`src/rtl/imem_pkg.sv`:
```
// Shared types and defaults for the instruction-memory fetch controller.
// Optional perf counters are enabled with IMEM_FETCH_PERF_EN.
package imem_pkg;

  localparam int          INSTR_W         = 32;
  localparam logic [31:0] HALT_INSTR_DFLT = 32'h0010_0073;
  localparam logic [31:0] RESET_PC_DFLT   = 32'h0000_0000;

  typedef enum logic [1:0] {
    LOAD = 2'd0,
    RUN  = 2'd1,
    HALT = 2'd2
  } state_e;

endpackage

```
`src/rtl/imem_fetch_ctrl_out_buf.sv`:
```
// One-entry valid/ready output register between fetch and decode.
// Flush drops the entry; load wins over a pending accept.
module imem_out_buf
  import imem_pkg::*;
(
  input  logic               clk,
  input  logic               rst,
  input  logic               flush,
  input  logic               load,
  input  logic [INSTR_W-1:0] instr_in,
  input  logic [31:0]        pc_in,
  input  logic               ready,
  output logic               valid,
  output logic [INSTR_W-1:0] instr,
  output logic [31:0]        pc
);

  logic               valid_q, valid_d;
  logic [INSTR_W-1:0] instr_q, instr_d;
  logic [31:0]        pc_q, pc_d;

  always_comb begin
    valid_d = valid_q;
    instr_d = instr_q;
    pc_d    = pc_q;
    if (flush) begin
      valid_d = 1'b0;
    end else if (load) begin
      valid_d = 1'b1;
      instr_d = instr_in;
      pc_d    = pc_in;
    end else if (ready) begin
      valid_d = 1'b0;
    end
  end

  always_ff @(posedge clk or posedge rst) begin
    if (rst) begin
      valid_q <= 1'b0;
      instr_q <= '0;
      pc_q    <= '0;
    end else begin
      valid_q <= valid_d;
      instr_q <= instr_d;
      pc_q    <= pc_d;
    end
  end

  assign valid = valid_q;
  assign instr = instr_q;
  assign pc    = pc_q;

endmodule

```
`src/rtl/imem_fetch_ctrl.sv`:
```
// Arbitrates the imem port between loader and fetch; owns PC and FSM.
// Define IMEM_FETCH_PERF_EN to add fetch_cnt/stall_cnt outputs.
module imem_fetch_ctrl
  import imem_pkg::*;
#(
  parameter int          DEPTH      = 64,
  parameter logic [31:0] RESET_PC   = RESET_PC_DFLT,
  parameter logic [31:0] HALT_INSTR = HALT_INSTR_DFLT
) (
  input  logic               clk,
  input  logic               rst,
  input  logic               ld_valid,
  output logic               ld_ready,
  input  logic [31:0]        ld_addr,
  input  logic [31:0]        ld_data,
  input  logic               ld_done,
  output logic               imem_we,
  output logic [31:0]        imem_addr,
  output logic [31:0]        imem_wdata,
  input  logic [31:0]        imem_rdata,
  output logic               instr_valid,
  input  logic               instr_ready,
  output logic [INSTR_W-1:0] instr_out,
  output logic [31:0]        pc_out,
  input  logic               redirect_valid,
  input  logic [31:0]        redirect_pc,
`ifdef IMEM_FETCH_PERF_EN
  output logic [31:0]        fetch_cnt,
  output logic [31:0]        stall_cnt,
`endif
  output logic               halted,
  output logic               err
);

  localparam logic [31:0] LIMIT = 32'(DEPTH) << 2;

  state_e      state_q, state_d;
  logic [31:0] pc_q, pc_d;
  logic        err_q, err_d;
  logic        halted_q, halted_d;

  logic buf_flush, buf_load, buf_valid;
  logic ld_ok, fetch_opp, pc_ok;

  assign ld_ok     = (ld_addr[1:0] == 2'b00) && (ld_addr < LIMIT);
  assign fetch_opp = !buf_valid || instr_ready;
  assign pc_ok     = pc_q < LIMIT;

  always_comb begin
    state_d    = state_q;
    pc_d       = pc_q;
    err_d      = err_q;
    ld_ready   = 1'b0;
    imem_we    = 1'b0;
    imem_addr  = '0;
    imem_wdata = '0;
    buf_flush  = 1'b0;
    buf_load   = 1'b0;
    unique case (state_q)
      LOAD: begin
        ld_ready   = 1'b1;
        imem_addr  = ld_addr;
        imem_wdata = ld_data;
        imem_we    = ld_valid && ld_ok;
        if (ld_valid && !ld_ok) err_d = 1'b1;
        if (ld_done) begin
          state_d = RUN;
          pc_d    = RESET_PC;
        end
      end
      RUN: begin
        imem_addr = pc_q;
        if (redirect_valid) begin
          // redirect beats fetch: costs exactly one bubble
          buf_flush = 1'b1;
          pc_d      = {redirect_pc[31:2], 2'b00};
          if (redirect_pc[1:0] != 2'b00) err_d = 1'b1;
        end else if (fetch_opp) begin
          if (!pc_ok) begin
            err_d   = 1'b1;
            state_d = HALT;
          end else begin
            buf_load = 1'b1;
            pc_d     = pc_q + 32'd4;
            if (imem_rdata == HALT_INSTR) state_d = HALT;
          end
        end
      end
      HALT: ;
      default: state_d = LOAD;
    endcase
    halted_d = (state_d == HALT);
  end

  always_ff @(posedge clk or posedge rst) begin
    if (rst) begin
      state_q  <= LOAD;
      pc_q     <= RESET_PC;
      err_q    <= 1'b0;
      halted_q <= 1'b0;
    end else begin
      state_q  <= state_d;
      pc_q     <= pc_d;
      err_q    <= err_d;
      halted_q <= halted_d;
    end
  end

  assign err    = err_q;
  assign halted = halted_q;

  imem_out_buf u_buf (
    .clk      (clk),
    .rst      (rst),
    .flush    (buf_flush),
    .load     (buf_load),
    .instr_in (imem_rdata),
    .pc_in    (pc_q),
    .ready    (instr_ready),
    .valid    (buf_valid),
    .instr    (instr_out),
    .pc       (pc_out)
  );

  assign instr_valid = buf_valid;

`ifdef IMEM_FETCH_PERF_EN
  logic [31:0] fetch_cnt_q, fetch_cnt_d;
  logic [31:0] stall_cnt_q, stall_cnt_d;
  logic        stall;

  assign stall = (state_q == RUN) && buf_valid && !instr_ready;

  always_comb begin
    fetch_cnt_d = fetch_cnt_q;
    stall_cnt_d = stall_cnt_q;
    if (buf_load && (fetch_cnt_q != '1))
      fetch_cnt_d = fetch_cnt_q + 32'd1;
    if (stall && (stall_cnt_q != '1))
      stall_cnt_d = stall_cnt_q + 32'd1;
  end

  always_ff @(posedge clk or posedge rst) begin
    if (rst) begin
      fetch_cnt_q <= '0;
      stall_cnt_q <= '0;
    end else begin
      fetch_cnt_q <= fetch_cnt_d;
      stall_cnt_q <= stall_cnt_d;
    end
  end

  assign fetch_cnt = fetch_cnt_q;
  assign stall_cnt = stall_cnt_q;
`endif

endmodule

```
`config.mk`:
```
export PLATFORM = sky130hd
export DESIGN_NAME = imem_fetch_ctrl
export DESIGN_NICKNAME = d
export VERILOG_FILES = /design/src/rtl/imem_pkg.sv /design/src/rtl/imem_fetch_ctrl_out_buf.sv /design/src/rtl/imem_fetch_ctrl.sv
export SDC_FILE = /design/constraint.sdc
export NUM_CORES = 1
export LEC_CHECK = 0
export CAP_MARGIN = 15
export CELL_PAD_IN_SITES_DETAIL_PLACEMENT = 2
export CELL_PAD_IN_SITES_GLOBAL_PLACEMENT = 2
export CORE_ASPECT_RATIO = 0.6
export CORE_UTILIZATION = 39
export CTS_BUF_LIST = sky130_fd_sc_hd__clkbuf_2 sky130_fd_sc_hd__clkbuf_4 sky130_fd_sc_hd__clkbuf_8
export CTS_CLUSTER_SIZE = 14
export DETAILED_ROUTE_END_ITERATION = 10
export DONT_BUFFER_PORTS = 1
export GPL_ROUTABILITY_DRIVEN = 0
export PLACE_DENSITY = 0.86
export SETUP_SLACK_MARGIN = 0.5
export SYNTH_ARGS = -nofsm -noshare
export SYNTH_HDL_FRONTEND = slang
export SYNTH_HIERARCHICAL = 1
export SYNTH_SLANG_ARGS = --single-unit
```
`constraint.sdc`:
```
create_clock -name clk -period 3 [get_ports clk]
set_clock_uncertainty 0.05 [all_clocks]
set_input_delay 0.75 -clock clk [delete_from_list [all_inputs] [get_ports clk]]
set_output_delay 0.75 -clock clk [all_outputs]
set_load 0.05 [all_outputs]
```
== Word-level counts from Yosys, hierarchy flattened ==
Index checks and enable logic that the tools add are counted.

* Register bits after elaboration: 101
* Latch bits: 0
* Bits in writable memories: 0
* Memory bits (read-only): 0
* Input bits: 134
* Output and inout bits: 133
* Word-level logic and storage cells: 65
* Memories: 0

* Add/subtract/negate cells: 1
* Multiply operators: 0
* Div/mod/pow operators: 0
* Magnitude comparators: 2
* Equal/unequal tests: 10
* Shift operators: 0
* Multiplexer cells: 30
* Bitwise operators: 1
* Reductions and logical operators: 14

{| class="wikitable"
|+ Operator list
! kind !! number
|-
| 2-to-1 mux 32 bit || 5
|-
| one-hot mux 32 bit (2 select lines) || 2
|-
| less-than comparator 32 x 9 -> 1 bit, second input constant || 2
|-
| adder 32 x 3 -> 32 bit, second input constant || 1
|-
| equality test 32 x 21 -> 1 bit, second input constant || 1
|-
| 2-to-1 mux 1 bit || 16
|-
| != test 3 bit, second input constant || 4
|-
| 2-to-1 mux 2 bit || 5
|-
| one-hot mux 2 bit (3 select lines) || 1
|-
| AND reduction 5 bit || 1
|-
| equality test 2 bit, second input constant || 2
|-
| zero test 2 bit || 2
|-
| != test 2 bit, second input constant || 2
|-
| AND reduction 4 bit || 1
|-
| nonzero test 2 bit || 2
|-
| logical AND 1 bit || 3
|-
| nonzero test 3 bit || 1
|-
| equality test 2 x 1 -> 1 bit, second input constant || 1
|-
| zero test 1 bit || 2
|-
| one-hot mux 1 bit (2 select lines) || 1
|-
| AND reduction 2 bit || 1
|-
| logical OR 1 bit || 1
|-
| inverter 1 bit || 1
|}

== Longest topological paths before layout ==
* Word-level depth: 7
* Gate-level depth with buffers: 10
* Gate-level depth less buffers: 6

== Cells and area by module ==
The synthesis kept the hierarchy.

{| class="wikitable"
|+ Modules (own cells, without submodules)
! module !! instances !! cells an instance !! area each (sq um) !! seq. area each (sq um)
|-
| imem_fetch_ctrl || 1 || 370 || 2825.2 || 850.8
|-
| imem_out_buf || 1 || 141 || 2745.1 || 1626.6
|}

== Worst setup path after synthesis ==
OpenSTA, ideal clock, no wires.

* Path kind: input-to-output
* Start: in ld_addr[21]
* End: out imem_we
* Arrival time: 2.248 ns
* Data required time: 2.200 ns
* Slack: -0.048 ns
* Stages on the path: 3
* Buffers on the path: 0
* Path through: nor4_1 > nand4_1 > nor3_1

* Longest elaborated chain between the ends: 4

{| class="wikitable"
|+ RTL lines
! what !! line !! text
|-
| start, declared || imem_fetch_ctrl.sv:14 || <nowiki>input logic [31:0] ld_addr,</nowiki>
|-
| less-than comparator 32 x 9 -> 1 bit || imem_fetch_ctrl.sv:45 || <nowiki>assign ld_ok = (ld_addr[1:0] == 2'b00) && (ld_addr < LIMIT);</nowiki>
|-
| logical AND 1 bit || imem_fetch_ctrl.sv:45 ||
|-
| logical AND 1 bit || imem_fetch_ctrl.sv:64 || <nowiki>imem_we = ld_valid && ld_ok;</nowiki>
|-
| 2-to-1 mux 1 bit || imem_fetch_ctrl.sv:59 || <nowiki>unique case (state_q)</nowiki>
|-
| end, declared || imem_fetch_ctrl.sv:17 || <nowiki>output logic imem_we,</nowiki>
|}

Every way passes these cells.

== Final worst setup path ==
* Start: reg state_q[0]
* End: out imem_addr[26]

* Longest elaborated chain between the ends: 2
* Elaborated cells on any way between the ends: 3
* Classes of those cells: eq/ne (1); mux (1); reduce/logical (1)

{| class="wikitable"
|+ RTL lines
! what !! line !! text
|-
| start, declared || imem_fetch_ctrl.sv:37 || <nowiki>state_e state_q, state_d;</nowiki>
|-
| start signal, assigned || imem_fetch_ctrl.sv:102 || <nowiki>state_q <= state_d;</nowiki>
|-
| equality test 2 x 1 -> 1 bit or zero test 2 bit (tied branches) || imem_fetch_ctrl.sv:59 ||
|-
| one-hot mux 32 bit (2 select lines) (*) || imem_fetch_ctrl.sv:59 ||
|-
| end, declared || imem_fetch_ctrl.sv:18 || <nowiki>output logic [31:0] imem_addr,</nowiki>
|}

Mark *: on every way between the ends. The rest lies on a longest branch, timed or not.

==> impl_results.md <==
* Worst Hold Class: input pin to asynchronous set/reset pin
* Syn avg cell area at 10.90 um2
* Wire length of the first global-routing pass at 31060 um
* Reg2reg start: pc_q[20]
* Fmax at 393.8 MHz
* Post-synthesis sequential area ratio at 0.4447
* Clock Latency Late Sink at 0.38 ns
* Critical Path RT at 2.20 ns
* Clk pwr share at 0.353
* Overall power at between 2 and 2.5 mW
* Die area at ~15000 um2
* Post-layout net count at 703
* DP Area at 6152 um2
* Vias in the first global route at between 4000 and 5000
* Tcrit/Tclk final at 0.8466
* Comb pwr share at 0.052
* Worst slew pin tran at 0.9509 ns
* Reg-to-reg setup timing slack at 0.49 ns
* Post-DRT Antenna Nets at 0
* P_sw at 0.6849 mW
* Number of buffers created by CTS at 9
* Largest net degree at the start of global routing at 56
* CP endpoint kind: output port
* Root buffer cell: clkbuf_8
* Sink Count at 99
* Post-layout min period at about 2.5 ns
* Initial core utilization at 0.4039
* Pins Over Slew Limit at 0
* FF-to-FF path depth at 8
* Setup_tns at 0 ns
* CTS H-tree lvls at 3
* Final Hold Violating Endpoints at 0
* Worst-path maximum fanout at 5
* Multi-input logic area at 3191 um2
* Overall routing resource usage at 0.2877
* I/O Pins at 267
* Fin util at 0.5076
* Sequential Power Share at 0.594
* Critical Path AT at 1.74 ns
* CTS tree: yes
* Worst-path cell chain: buf_6 > buf_12 > mux2i_1 > nor2_4
* Die Width at about 160 um
* Avg Vias per Cell at 6.037
* Max_slew headroom at 0.3654
* Seq cells post-synth at 99
* P_int at 1.719 mW
* Grt ovf at 0
* DRT Pass-1 Iters at 4
* Lkg Pwr at 2.960 nW
* Register area at around 2500 um2
* Fillers at ~1400
* Ys flop type: dfrtp_1
* Max incr delay on CP at 0.55 ns
* Initial antenna violation count at 0
* Final Cell Area at between 7000 and 8000 um2
* Status: complete, no violations
* Post-synth EDFFs at 0
* DIE HEIGHT at roughly 95 um
* Routed WL per cell at 29.95 um
* Max Buffers Root-to-Sink at 2
* Core Area at 13790 um2
* Max VDD drop at 202.3 uV
* Crit Path Category: flip-flop to output port
* Hold_ws at 0.2828 ns
* Count of cell types in the netlist at 43
* Post-synthesis cell area at 5570 um2
* Sw Ratio at 0.2850
* Crit path launch type: flip-flop
* Mapped Cells at 511
* Inst Count DP at approximately 730
* Pre-CTS setup slack at approximately 0.35 ns
* Number of max-cap violations at 0
* Drt drc at 0
* Layout cell share with drive strength beyond 1 at 0.3839
* Non-Filler Instances at 765
* Slowest CP cell: dfrtp_4
* RSZ-0062 raised after global routing: true
* Detail Placement HPWL at 15810 um
* PortBufs at 0
* Fraction of registers with async set/reset at 1.000
* Worst setup margin at 0.4603 ns
* DRT iter0 DRCs at 250
* Routed WL at approximately 23000 um
* PwrDens at 343.3 nW/um2
* # setup viols final at 0
* DR vias at 4618
* Inserted Diodes at 0
* Cell Rows at 33
* Yosys warnings at 6
* Clock-pin slew on the worst setup and hold paths at 0.10 ns
* Area grow syn2layout at 25.67%
* Reg2reg end: u_buf/pc[16]
## Yosys cell counts (2+ instances only)
cell / n / share of area
dfrtp_1: 99 / 0.44
mux2_4: 60 / 0.16
nor2_1: 46 / 0.031
nand2_1: 39 / 0.026
and2_1: 36 / 0.040
mux2i_1: 31 / 0.056
clkbuf_1: 23 / 0.015
nor4_1: 21 / 0.024
o21ai_0: 15 / 0.013
a21oi_1: 14 / 0.013
a22o_1: 12 / 0.019
nand4_1: 11 / 0.012
o31ai_1: 11 / 0.015
nor3_1: 10 / 0.0090
o21ai_1: 9 / 0.0081
inv_1: 8 / 0.0054
buf_12: 7 / 0.025
nand3_1: 7 / 0.0063
a22oi_1: 6 / 0.0081
and3_1: 5 / 0.0056
mux2_2: 5 / 0.010
nor4b_1: 5 / 0.0079
nand2b_1: 4 / 0.0045
buf_2: 3 / 0.0027
a31oi_1: 2 / 0.0022
and4b_1: 2 / 0.0036
o22ai_1: 2 / 0.0022
o41ai_1: 2 / 0.0031
or4_1: 2 / 0.0027
## cell type report
type | instances | share of cell area
timing repair buffer | 77 | 0.1246
tap | 192 | 0.03432
clock buffer | 9 | 0.01769
multi-input combinational | 373 | 0.4558
sequential | 99 | 0.3548
clock inverter | 7 | 0.008579
inverter | 8 | 0.004290
## metal layers
layer	share of wire	GRT usage	vias to the layer above	wire, um
met2	0.49	0.4907	210	11320
li1	-	-	1965	-
met3	0.082	0.08307	23	1872
met4	0.011	0.05229	0	261
met1	0.41	0.3665	2420	9450
met5	0	0	-	0
## state kept, by name, indices dropped and copies added, names as in the netlist
name         flops
state_q          2
err              1
u_buf/instr     32
u_buf/valid      1
pc_q            30
halted           1
u_buf/pc        32
## worst max path at each step
stage | from | to | cells after the start
final | state_q[0] | imem_addr[26] | 4
after global routing | pc_q[8] | u_buf/pc[16] | 9
after CTS | state_q[0] | imem_we | 5
after detailed placement | pc_q[8] | u_buf/pc[22] | 8
after global placement | ld_addr[21] | imem_we | 4
after floorplan | ld_addr[26] | imem_we | 3
## placed cells by master, fill, tap and decap left out, drive strengths merged, types with 2 or more instances in the layout
cell type and n:
inv 11, nand2 39, mux2i 31, a21oi 14
or2 3, o22ai 2, conb 2, nor4b 5
nor4 21, o41ai 2, nor2 46, a22o 12
nand3 7, nor3 10, o31ai 11, and3 5
nor2b 2, clkbuf 15, dfrtp 99, nand4 11
clkinvlp 3, and4b 2, or4 2, and2 36
a22oi 6, buf 70, nand2b 4, mux2 65
a31oi 2, o21ai 24
## kinds of logic after synthesis
group | after synthesis | share of synthesized area
AO/OA/AOI/OAI | 77 | 0.09030
adder cells (fa/ha/maj) | 1 | 0.002246
buffers and inverters | 41 | 0.04874
flip-flops | 99 | 0.4447
multiplexers | 96 | 0.2275
other | 1 | 0.0006732
AND/OR/NAND/NOR | 196 | 0.1858
## power groups by stage
| stage | Clock (mW) | Combinational, mW | Sequential [mW] |
|---|---|---|---|
| after CTS | 0.857 | 0.122 | 1.43 |
| after floorplan | 0 | 0.0946 | 1.45 |
| after global placement | 0 | 0.109 | 1.45 |
| final | 0.849 | 0.126 | 1.43 |
| after detailed placement | 0 | 0.115 | 1.45 |
| after global routing | 0.916 | 0.137 | 1.43 |
## worst max-delay path, delay by kind of cell, from the launching register on
kind / cells / cell delay, ns
buf+inv: 2 / 0.29
flops: 1 / 0.55
mux: 1 / 0.19
simple gates: 1 / 0.33
## timing repair
item,CTS,global route
setup endpoints to repair,125,109
pin swaps,1,7
resized for setup,36,40
hold endpoints to repair,0,0
hold buffers,0,0
cloned,2,7
buffers inserted,4,7
Power figures use the tool's default switching activity.
